<file path="config.mk">
export PLATFORM = sky130hd
export DESIGN_NAME = div_32_seq_flat
export DESIGN_NICKNAME = d
export VERILOG_FILES = /design/src/rtl/div_32_seq_if.sv /design/src/rtl/div_32_seq.sv /design/src/flat_wrapper.sv
export SDC_FILE = /design/constraint.sdc
export NUM_CORES = 1
export LEC_CHECK = 0
export CELL_PAD_IN_SITES_DETAIL_PLACEMENT = 0
export CELL_PAD_IN_SITES_GLOBAL_PLACEMENT = 1
export CORE_MARGIN = 2
export CORE_UTILIZATION = 40
export DETAILED_ROUTE_END_ITERATION = 10
export PLACE_DENSITY_LB_ADDON = 0.1
export SYNTH_ARGS = -nofsm -noshare
export SYNTH_HDL_FRONTEND = slang
export SYNTH_SLANG_ARGS = --single-unit
</file>
<file path="constraint.sdc">
create_clock -name clk -period 5.05 [get_ports clk]
set_clock_uncertainty 0.1 [all_clocks]
set_input_delay 0.505 -clock clk [delete_from_list [all_inputs] [get_ports clk]]
set_output_delay 0.505 -clock clk [all_outputs]
set_load 0.01 [all_outputs]
</file>
<file path="src/rtl/div_32_seq_if.sv">
// Request/result bundle for the sequential 32-bit divider: the master drives
// start and the operands, the slave returns status and the HI/LO result.
interface div_32_seq_if;
    logic        start;
    logic        signed_op;
    logic [31:0] S;
    logic [31:0] T;
    logic        busy;
    logic        done;
    logic        div_zero;
    logic [31:0] Y_hi;
    logic [31:0] Y_lo;

    modport master (
        output start, signed_op, S, T,
        input  busy, done, div_zero, Y_hi, Y_lo
    );

    modport slave (
        input  start, signed_op, S, T,
        output busy, done, div_zero, Y_hi, Y_lo
    );
endinterface

</file>
<file path="src/rtl/div_32_seq.sv">
// Sequential 32-bit restoring divider: remainder on Y_hi, quotient on Y_lo.
// Define DIV_32_SEQ_SIGNED_EN to honour signed_op; otherwise every divide is unsigned.
module div_32_seq (
    input  logic         clk,
    input  logic         reset,
    div_32_seq_if.slave  bus
);
    typedef enum logic [1:0] {IDLE, RUN, FIN} state_t;

    state_t      state;
    state_t      state_next;
    logic [31:0] s_cap;
    logic [31:0] t_cap;
    logic [31:0] rem;
    logic [31:0] quo;
    logic [31:0] dvs;
    logic        sgn;
    logic [5:0]  count;
    logic        op_signed;
    logic        accept;
    logic        t_zero;
    logic [31:0] s_abs;
    logic [31:0] t_abs;
    logic [32:0] shifted;
    logic [32:0] diff;
    logic [31:0] q_fix;
    logic [31:0] r_fix;

`ifdef DIV_32_SEQ_SIGNED_EN
    assign op_signed = bus.signed_op;
`else
    logic unused_signed_op;
    assign unused_signed_op = bus.signed_op;
    assign op_signed        = 1'b0;
`endif

    // A start in the done cycle is ignored even though the FSM is already idle.
    assign accept  = (state == IDLE) && bus.start && !bus.done;
    assign t_zero  = (t_cap == 32'd0);
    assign s_abs   = (op_signed && bus.S[31]) ? -bus.S : bus.S;
    assign t_abs   = (op_signed && bus.T[31]) ? -bus.T : bus.T;
    assign shifted = {rem, quo[31]};
    assign diff    = shifted - {1'b0, dvs};
    assign q_fix   = (sgn && (s_cap[31] ^ t_cap[31])) ? -quo : quo;
    assign r_fix   = (sgn && s_cap[31]) ? -rem : rem;

    always_ff @(posedge clk) begin
        if (reset) begin
            state <= IDLE;
        end else begin
            state <= state_next;
        end
    end

    always_comb begin
        state_next = state;
        case (state)
            IDLE:    if (accept) state_next = RUN;
            RUN:     if (t_zero || (count == 6'd32)) state_next = FIN;
            FIN:     state_next = IDLE;
            default: state_next = IDLE;
        endcase
    end

    always_comb begin
        bus.busy = (state != IDLE);
    end

    // The iteration counter runs one past the last step so the nonzero path
    // reaches FIN on the 33rd edge and reports done on the 34th.
    always_ff @(posedge clk) begin
        if (reset) begin
            s_cap        <= 32'd0;
            t_cap        <= 32'd0;
            rem          <= 32'd0;
            quo          <= 32'd0;
            dvs          <= 32'd0;
            sgn          <= 1'b0;
            count        <= 6'd0;
            bus.done     <= 1'b0;
            bus.div_zero <= 1'b0;
            bus.Y_hi     <= 32'd0;
            bus.Y_lo     <= 32'd0;
        end else begin
            bus.done <= 1'b0;
            case (state)
                IDLE: begin
                    if (accept) begin
                        s_cap        <= bus.S;
                        t_cap        <= bus.T;
                        sgn          <= op_signed;
                        bus.div_zero <= 1'b0;
                        count        <= 6'd0;
                        rem          <= 32'd0;
                        quo          <= s_abs;
                        dvs          <= t_abs;
                    end
                end
                RUN: begin
                    if (!t_zero && (count != 6'd32)) begin
                        count <= count + 6'd1;
                        if (!diff[32]) begin
                            rem <= diff[31:0];
                            quo <= {quo[30:0], 1'b1};
                        end else begin
                            rem <= shifted[31:0];
                            quo <= {quo[30:0], 1'b0};
                        end
                    end
                end
                FIN: begin
                    bus.done     <= 1'b1;
                    bus.div_zero <= t_zero;
                    if (t_zero) begin
                        bus.Y_lo <= 32'hFFFF_FFFF;
                        bus.Y_hi <= s_cap;
                    end else begin
                        bus.Y_lo <= q_fix;
                        bus.Y_hi <= r_fix;
                    end
                end
                default: ;
            endcase
        end
    end
endmodule

</file>
<file path="src/flat_wrapper.sv">
// flat-port wrapper written by rule: the top's interface ports become plain ports
module div_32_seq_flat 
  (clk, reset, bus_start, bus_signed_op, bus_S, bus_T, bus_busy, bus_done, bus_div_zero, bus_Y_hi, bus_Y_lo);
  div_32_seq_if bus_i ();
  input  logic clk;
  input  logic reset;
  input wire logic [$bits(bus_i.start)-1:0] bus_start;
  input wire logic [$bits(bus_i.signed_op)-1:0] bus_signed_op;
  input wire logic [$bits(bus_i.S)-1:0] bus_S;
  input wire logic [$bits(bus_i.T)-1:0] bus_T;
  output wire logic [$bits(bus_i.busy)-1:0] bus_busy;
  output wire logic [$bits(bus_i.done)-1:0] bus_done;
  output wire logic [$bits(bus_i.div_zero)-1:0] bus_div_zero;
  output wire logic [$bits(bus_i.Y_hi)-1:0] bus_Y_hi;
  output wire logic [$bits(bus_i.Y_lo)-1:0] bus_Y_lo;
  assign bus_i.start = bus_start;
  assign bus_i.signed_op = bus_signed_op;
  assign bus_i.S = bus_S;
  assign bus_i.T = bus_T;
  assign bus_busy = bus_i.busy;
  assign bus_done = bus_i.done;
  assign bus_div_zero = bus_i.div_zero;
  assign bus_Y_hi = bus_i.Y_hi;
  assign bus_Y_lo = bus_i.Y_lo;
  div_32_seq u_core (.clk(clk), .reset(reset), .bus(bus_i));
endmodule
</file>
==> run metrics, run 1 <==
status=finished, final reports clean; row count=57; placed insts=1636; crit-path leading delay family=compound AO/OA/AOI/OAI gates; htree depth=1; worst ir drop on vdd=0.307 mV; Slowest Stage Delay on Critical Path=0.79 ns; CTS root buf=clkbuf_16; most frequent CP cell=inv_1; area leader, netlist=dfxtp_1; WP buf/inv=2; fin crit share=0.778; DRC viols=0; smallest hold slack=0.276 ns; cell-internal power=4200 uW; Detailed Place HPWL=18.9 mm; area grow syn2layout=23.6%; cts hold-fix bufs=0; TNS Setup=0 ns; top_reg_cell synth=dfxtp_1; clock power share=0.264; post-route ant nets=0; final hold vios=0; most used routing layer=met2; pin count of the biggest net entering global routing=175; Total GRT Usage=0.208; TritonRoute pass-1 iters=4; Seq/Total Area, Yosys=0.408; f_max=255 MHz; die area=0.0260 mm2; Critical Path RT=5.31 ns; Post-synth EDFFs=0; Die X=161 um; post-synth cell types=71; Hold Path Class=primary input to flop; Layout Cells excl Fill=1680; buffer depth of the longest clock path=3; core area=0.0243 mm2; layout cell share with drive strength beyond 1=0.0575; Vias per Instance=5.30; Seq pwr share=0.290; Avg WL per Cell=16.5 um; IO buf count=133; pwr/cell area=571 mW/mm2; die height=161 um; GPL Wtd Cong=0.876; antenna cell count=0; CTS Buf Count=24; Logic pwr share=0.445; Leakage=0.00449 uW; syn nets=1357; Max Cap Viol=0; ranking of synthesized cells by area=dfxtp_1 41%, nand2_1 9.1%, a21oi_1 5.4%, nor2_1 5.0%, ha_1 4.3%; clock transition at the registers of the reported paths=0.06 ns; Post-DP Area=0.0114 mm2; Slew Limit Fails=0; post-layout minimum cycle time=3.93 ns; Crit. End Element=flop; Crit-path slowest cell=o21ai_2; met3 GRT Util=0.0272; grt met2 use=0.334; unrepaired setup endpoints after global routing=no; synthesized area=0.00990 mm2; Post-Route Utilization=0.503; DRT iter0 DRCs=390; met1 usage=0.300; # IOs=135; # resized after CTS=0; Mapped Cells=1254; Critical Path AT=4.19 ns; Slew @ Worst Pin=1.19 ns; total congestion overflow=0; Starting Density=0.407; area share of the leading cell type in the synthesized netlist=0.408; first-pass GRT wire length=44.5 mm; CTS tree=done; Seq cells post-synth=202; type of origin of the critical path=flop; crit path cell chain=inv_1, ha_1, inv_1, fa_1, a211o_1, a2111oi_4, o21bai_2, o21a_2, o2111ai_4, a21oi_1, o21ai_2, o221ai_1; mean post-synth cell area=7.90 um2; routed wire length=27.6 mm; P_sw=2790 uW; worst rel slew slack=0.207; Yosys warning count=0; cell area after layout=0.0122 mm2; Worst Path Max Fanout=19; Final nets=1441; initial antenna violation count=0; Setup CP Type=flop to flop; Post-CTS Setup Inserts=0; Sw Ratio=0.399; Final setup viols=0; DR vias=8899; worst skew pair latency=0.52 ns; vias in the first global route=8278; CTS sink cnt=202; Post-synth ARST share=0
## per-stage QoR
stage | setup WS (ns) | power, uW
4_1_cts | 1.08 | 7030
3_3_place_gp | 1.21 | 5140
5_1_grt | 0.876 | 7470
3_5_place_dp | 1.09 | 5160
2_1_floorplan | 1.77 | 4370
6_report | 1.12 | 6990
## cell usage in the layout (no fill, tap or decap), drive strengths merged, types with 14 or more instances in the layout
cell,synthesis,final
ha,34,34
nand2,241,241
nor2,134,134
clkbuf,71,30
a211oi,37,37
a311oi,32,32
inv,62,63
nor3,82,82
o21ai,21,21
dfxtp,202,202
a21oi,108,108
o221ai,21,21
nand3,17,17
clkdlybuf4s50,0,132
mux2i,25,25
xor2,14,14
## power groups by stage
stage,registers (uW),clock network (uW),logic (uW)
final,2030,1850,3110
after global routing,2060,1950,3470
after CTS,2030,1890,3110
after detailed placement,2060,0,3100
after global placement,2060,0,3080
after floorplan,1970,0,2400
## state kept, by name (all words and copies together) (netlist names)
register,flops
u_core.bus.Y_hi,32
u_core.bus.Y_lo,32
u_core.bus.div_zero,1
u_core.bus.done,1
u_core.count,6
u_core.dvs,32
u_core.quo,32
u_core.rem,32
u_core.s_cap,32
u_core.state,2
## layer usage
layer  vias to the layer above  share of wire  routed length, um
met2                       172           0.45              12400
met4                         0          0.014                376
met1                      4147           0.50              13700
met5                         -              0                  0
li1                       4552              -                  -
met3                        28          0.041               1140
## worst paths after layout
check / startpoint / endpoint / slack [ns] / cells past startpoint
setup / recovery: u_core.quo[31] / u_core.rem[24] / 1.12 / 12
setup reg to reg: u_core.quo[31] / u_core.rem[24] / 1.12 / 12
hold reg to reg: u_core.s_cap[31] / u_core.s_cap[31] / 0.35 / 2
hold / removal: reset / u_core.state[1] / 0.28 / 3
## cell type report
type	instances	area (um2)
Sequential cell	202	4040
Timing Repair Buffer	143	1430
Clock inverter	14	190
Inverter	62	233
Clock buffer	30	663
Tap cell	324	405
Multi-Input combinational cell	905	5280
Fill cell	2402	12100
## Yosys cell counts, drive strengths merged, types with 13 or more instances
cell    count
mux2i      25
ha         34
buf        14
xor2       14
a21oi     108
a211oi     37
dfxtp     202
o21ai      21
nand3      17
nor2      134
xnor2      13
o221ai     21
a311oi     32
clkbuf     71
inv        62
nor3       82
nand2     241
## cells by family (layout without fill, tap and decap cells)
kind of cell,after synthesis,count (layout),share of synthesized area
mux,25,25,0.0253
flops,202,202,0.408
fa+ha+maj,35,35,0.0450
compound gates,282,282,0.200
buf+inv,147,249,0.0610
xor+xnor,27,27,0.0239
simple gates,536,536,0.236
## worst min-delay path, delay by kind of cell
family,cells,cell delay [ns]
AND/OR/NAND/NOR,2,0.22
buffers and inverters,1,0.12
Note: power is estimated with default switching activity, not from simulation.
==> run 2, diff against run 1 <==
clock period = 4.02 ns   (was 5.05 ns; I/O delays follow)
==> run metrics, run 2 (same netlist as run 1, synthesis figures left out) <==
Critical Path RT=4.32 ns (-0.99 ns); DR vias=8892 (-0.079%); crit path cell chain=ha_1, inv_1, fa_1, a211o_1, a2111oi_4, o21bai_2, o21a_2, o2111a_2, o21ai_4, a21oi_4, a221o_1; worst rel slew slack=0.447 (+0.241); Worst Path Max Fanout=8 (-11); antenna cell count=0 (unchanged); CTS Buf Count=24 (unchanged); first-pass GRT wire length=44.8 mm (+0.67%); unrepaired setup endpoints after global routing=no; cell-internal power=5260 uW (+25%); GPL Wtd Cong=0.849 (-3.1%); type of origin of the critical path=flop; Final nets=1449 (+0.56%); initial antenna violation count=0 (unchanged); CTS sink cnt=202 (unchanged); Seq pwr share=0.292 (+0.002); DRT iter0 DRCs=521 (+34%); die area=0.0260 mm2 (unchanged); f_max=278 MHz (+9.4%); status=finished, final reports clean; TritonRoute pass-1 iters=5 (+1); WP buf/inv=1 (-1); post-layout minimum cycle time=3.59 ns (-0.338 ns); crit-path leading delay family=compound AO/OA/AOI/OAI gates; CTS root buf=clkbuf_16; IO buf count=133 (unchanged); area grow syn2layout=23.9%; Logic pwr share=0.455 (+0.010); most common cell after layout, fill and taps aside=nand2_1; total congestion overflow=0 (unchanged); most frequent cells in the layout=240 x nand2_1, 202 x dfxtp_1, 132 x nor2_1, 132 x clkdlybuf4s50_1, 107 x a21oi_1; Layout Cells excl Fill=1687 (+0.42%); Critical Path AT=3.90 ns (-0.29 ns); die height=161 um (unchanged); buffer depth of the longest clock path=3 (unchanged); smallest hold slack=0.326 ns (+0.0502 ns); routed wire length=27.6 mm (about the same); post-route ant nets=0 (unchanged); htree depth=1 (unchanged); Post-CTS Setup Inserts=0 (unchanged); Reg2Reg Setup Slack=0.43 ns (-0.69 ns); placed insts=1644 (+0.49%); Slowest Stage Delay on Critical Path=0.42 ns (-0.37 ns); Hold Path Class=primary input to flop; layout cell share with drive strength beyond 1=0.0616 (+0.00411); fin crit share=0.893 (+0.115); pwr/cell area=712 mW/mm2 (+25%); Avg WL per Cell=16.4 um (-0.43%); TNS Setup=0 ns (unchanged); cts hold-fix bufs=0 (unchanged); Crit-path slowest cell=a2111oi_4; DRC viols=0 (unchanged); Sw Ratio=0.398 (-0.000755); clock power share=0.253 (-0.011); P_sw=3470 uW (+25%); Vias per Instance=5.27 (-0.49%); Slew @ Worst Pin=0.819 ns (-0.369 ns); pin count of the biggest net entering global routing=105 (-40%); Setup CP Type=flop to flop; Starting Density=0.407 (unchanged); core area=0.0243 mm2 (unchanged); row count=57 (unchanged); Crit. End Element=flop; final hold vios=0 (unchanged); worst skew pair latency=0.52 ns (about the same); Leakage=0.00452 uW (+0.55%); Detailed Place HPWL=19.2 mm (+1.6%); Die X=161 um (unchanged); Slew Limit Fails=0 (unchanged); Max Cap Viol=0 (unchanged); CTS tree=done; # resized after CTS=0 (unchanged); vias in the first global route=8325 (+0.57%); Final setup viols=0 (unchanged); # IOs=135 (unchanged); clock transition at the registers of the reported paths=0.06 ns (about the same); worst ir drop on vdd=0.476 mV (+55%); Total GRT Usage=0.211 (+0.00253)
-- run 2: changes by cell type in the layout (fill, tap and decap cells not counted), sizes merged --
cell / delta
clkbuf: +5
bufinv: -2
clkinv: -1
buf: +8
inv: -1
clkinvlp: -2
-- run 2: cell type report --
cell class / count / area, um2
Tap cell: 324 / 405
Timing Repair Buffer: 151 / 1490
Sequential cell: 202 / 4040
Clock buffer: 35 / 712
Fill cell: 2419 / 12100
Clock inverter: 8 / 101
Inverter: 62 / 233
Multi-Input combinational cell: 905 / 5280
-- run 2: routing by layer --
metal  wire length [um]  GRT usage  vias to the layer above
met5                  0          0                        -
met4                486     0.0406                        0
met3               1240     0.0282                       36
met2              12100      0.335                      203
met1              13800      0.307                     4078
li1                   -          -                     4575
-- run 2: worst paths after layout --
check / from / endpoint / cells past startpoint
max: u_core.dvs[0] / u_core.rem[31] / 11
max reg2reg: u_core.dvs[0] / u_core.rem[31] / 11
min reg2reg: u_core.s_cap[16] / u_core.s_cap[16] / 2
min: bus_T[28] / u_core.dvs[28] / 3
-- run 2: power groups by stage --
stage / Combinational [uW] / Sequential [uW] / Clock (uW)
floorplan: 3010 / 2480 / 0
global placement: 3950 / 2590 / 0
detailed placement: 3970 / 2590 / 0
CTS: 3990 / 2550 / 2260
global route: 4460 / 2580 / 2350
finish: 3970 / 2550 / 2210
-- run 2: per-stage QoR --
stage	util	total power, uW	worst slack, ns	cell area [um2]
final	0.504	8730	0.429	12300
after detailed placement	0.471	6560	0.450	11500
after floorplan	-	5490	0.742	9900
after CTS	0.504	8800	0.427	12300
after global routing	0.504	9400	0.296	12300
after global placement	0.471	6540	0.535	11500
-- run 2: worst register-to-register path, stage by stage (launching register included) --
cell and delay [ns]:
dfxtp_1 0.37, ha_1 0.21, inv_1 0.07, fa_1 0.42
a211o_1 0.33, a2111oi_4 0.42, o21bai_2 0.14, o21a_2 0.26
o2111a_2 0.35, o21ai_4 0.30, a21oi_4 0.14, a221o_1 0.39
==> run 3, diff against run 2 <==
CORE_MARGIN = unset   (was 2)
PLACE_DENSITY = 0.79   (was unset)
PLACE_DENSITY_LB_ADDON = unset   (was 0.1)
clock period = 4.6 ns   (was 4.02 ns; I/O delays follow)
==> run metrics, run 3 (same netlist as run 1, synthesis figures left out) <==
most frequent CP cell=inv_1; # resized after CTS=0 (unchanged); f_max=256 MHz (-8.0%); clock power share=0.247 (-0.006); Slew Limit Fails=0 (unchanged); initial antenna violation count=0 (unchanged); R2R depth=12 (+1); Avg WL per Cell=16.1 um (-1.5%); worst ir drop on vdd=0.302 mV (-37%); post-route ant nets=0 (unchanged); Crit-path slowest cell=nand3_2; most common cell after layout, fill and taps aside=nand2_1; CTS sink cnt=202 (unchanged); die height=159 um (-1.2%); fin crit share=0.848 (-0.0448); Die X=159 um (-1.2%); Slew @ Worst Pin=0.883 ns (+0.0637 ns); cell-internal power=4490 uW (-15%); Critical Path RT=4.92 ns (+0.60 ns); Met2 Wirelength=11.6 mm (-3.9%); most frequent cells in the layout=240 x nand2_1, 202 x dfxtp_1, 132 x nor2_1, 132 x clkdlybuf4s50_1, 107 x a21oi_1; DR vias=8999 (+1.2%); terminus of the critical flop-to-flop path=u_core.rem[30]; Filler cells=2415 (-0.17%); buffer depth of the longest clock path=3 (unchanged); CTS tree=done; Vias per Instance=5.35 (+1.5%); status=finished, final reports clean; Final nets=1444 (-0.35%); routed wire length=27.1 mm (-1.8%); Reg2Reg Setup Slack=0.70 ns (+0.27 ns); total congestion overflow=0 (unchanged); post-layout minimum cycle time=3.90 ns (+0.312 ns); Max Cap Viol=0 (unchanged); Critical Path AT=4.22 ns (+0.32 ns); uppermost routed layer=met4; worst skew pair latency=0.51 ns (about the same); htree depth=1 (unchanged); worst rel slew slack=0.412 (-0.0355); DRC viols=0 (unchanged); Setup CP Type=flop to flop; GPL Wtd Cong=0.906 (+6.8%); HP Start=reset; pwr/cell area=618 mW/mm2 (-13%); layout cell share with drive strength beyond 1=0.0545 (-0.00714); Slowest Stage Delay on Critical Path=0.50 ns (+0.08 ns); Hold Path Stages=2 (-1); Starting Density=0.407 (unchanged); Total GRT Usage=0.211 (-0.000240); WP buf/inv=2 (+1); Seq pwr share=0.297 (+0.005); cts hold-fix bufs=0 (unchanged); core area=0.0243 mm2 (unchanged); final hold vios=0 (unchanged); first-pass GRT wire length=44.1 mm (-1.5%); crit-path leading delay family=compound AO/OA/AOI/OAI gates; Logic pwr share=0.456 (about the same); antenna cell count=0 (unchanged); Final setup viols=0 (unchanged); Crit. End Element=flop; IO buf count=133 (unchanged); pin count of the biggest net entering global routing=81 (-23%); Post-Route Utilization=0.500 (-0.00448); Worst Path Max Fanout=21 (+13); type of origin of the critical path=flop; Leakage=0.00446 uW (-1.3%); CTS root buf=clkbuf_16; TritonRoute pass-1 iters=4 (-1); Hold EP=u_core.s_cap[27]; Sw Ratio=0.402 (+0.00469); DRT iter0 DRCs=534 (+2.5%); crit path cell chain=inv_1, ha_1, inv_1, fa_1, a211o_1, a2111oi_4, o21bai_2, o21a_2, o2111a_2, o21ai_4, nand3_2, o221ai_1; vias in the first global route=8310 (-0.18%); # IOs=135 (unchanged); smallest hold slack=0.272 ns (-0.0535 ns); unrepaired setup endpoints after global routing=no; M1 WL=13.7 mm (-0.75%); area grow syn2layout=22.8%; clock transition at the registers of the reported paths=0.06 ns (about the same); CTS Buf Count=23 (-4.2%); worst r2r src=u_core.quo[31]; row count=57 (unchanged); Detailed Place HPWL=18.7 mm (-2.2%); WL met3=1.34 mm (+7.7%); Hold Path Class=primary input to flop; P_sw=3020 uW (-13%); Post-CTS Setup Inserts=0 (unchanged); die area=0.0254 mm2 (-2.5%); TNS Setup=0 ns (unchanged)
[run 3: changes by cell type in the layout (fill, tap and decap cells not counted)]
cell / before / now
buf_12: 2 / 0
clkbuf_8: 7 / 5
clkbuf_16: 24 / 23
clkbuf_1: 4 / 8
nand2b_1: 4 / 5
inv_6: 0 / 1
clkinv_8: 1 / 0
buf_4: 17 / 15
nand2b_2: 1 / 0
clkinv_4: 0 / 1
clkinv_2: 5 / 2
[run 3: worst reg2reg max path, cell delays in order, from the launching register on]
cell	delay [ns]
dfxtp_1	0.34
inv_1	0.07
ha_1	0.16
inv_1	0.06
fa_1	0.42
a211o_1	0.33
a2111oi_4	0.42
o21bai_2	0.13
o21a_2	0.26
o2111a_2	0.35
o21ai_4	0.31
nand3_2	0.50
o221ai_1	0.36
[run 3: stage by stage]
step | instances | power [uW] | area (um2) | worst slack, ns
2_1_floorplan | 1254 | 4790 | 9900 | 1.32
3_3_place_gp | 1640 | 5630 | 11400 | 0.732
3_5_place_dp | 1640 | 5650 | 11400 | 0.710
4_1_cts | 1682 | 7520 | 12200 | 0.675
5_1_grt | 1682 | 8030 | 12200 | 0.359
6_report | 1682 | 7510 | 12200 | 0.697
[run 3: how the worst max path moves through the flow]
stage	endpoint	cells after the start	start	slack [ns]
2_1_floorplan	u_core.rem[31]	12	u_core.quo[31]	1.32
3_3_place_gp	u_core.rem[30]	12	u_core.quo[31]	0.73
3_5_place_dp	u_core.rem[30]	12	u_core.quo[31]	0.71
5_1_grt	u_core.rem[24]	12	u_core.quo[31]	0.36
6_report	u_core.rem[30]	12	u_core.quo[31]	0.70
4_1_cts	u_core.rem[30]	12	u_core.quo[31]	0.68
[run 3: layout make-up]
class / instances / area, um2 / area share
clock inverters: 6 / 87.6 / 0.00721
repair buffers: 147 / 1430 / 0.118
flip-flops and latches: 202 / 4040 / 0.333
clock buffers: 36 / 674 / 0.0555
well taps: 324 / 405 / 0.0334
multi-input cells: 905 / 5280 / 0.434
inverters: 62 / 233 / 0.0191
[run 3: per-layer routing]
metal | up-vias | global-route usage
li1 | 4573 | -
met1 | 4178 | 0.307
met2 | 206 | 0.329
met3 | 42 | 0.0287
met4 | 0 | 0.0481
met5 | - | 0
[run 3: power groups by stage]
stage	logic, uW	clock network, uW	registers, uW
after floorplan	2630	0	2160
after global placement	3370	0	2260
after detailed placement	3390	0	2260
after CTS	3410	1890	2220
after global routing	3810	1960	2260
final	3430	1850	2230
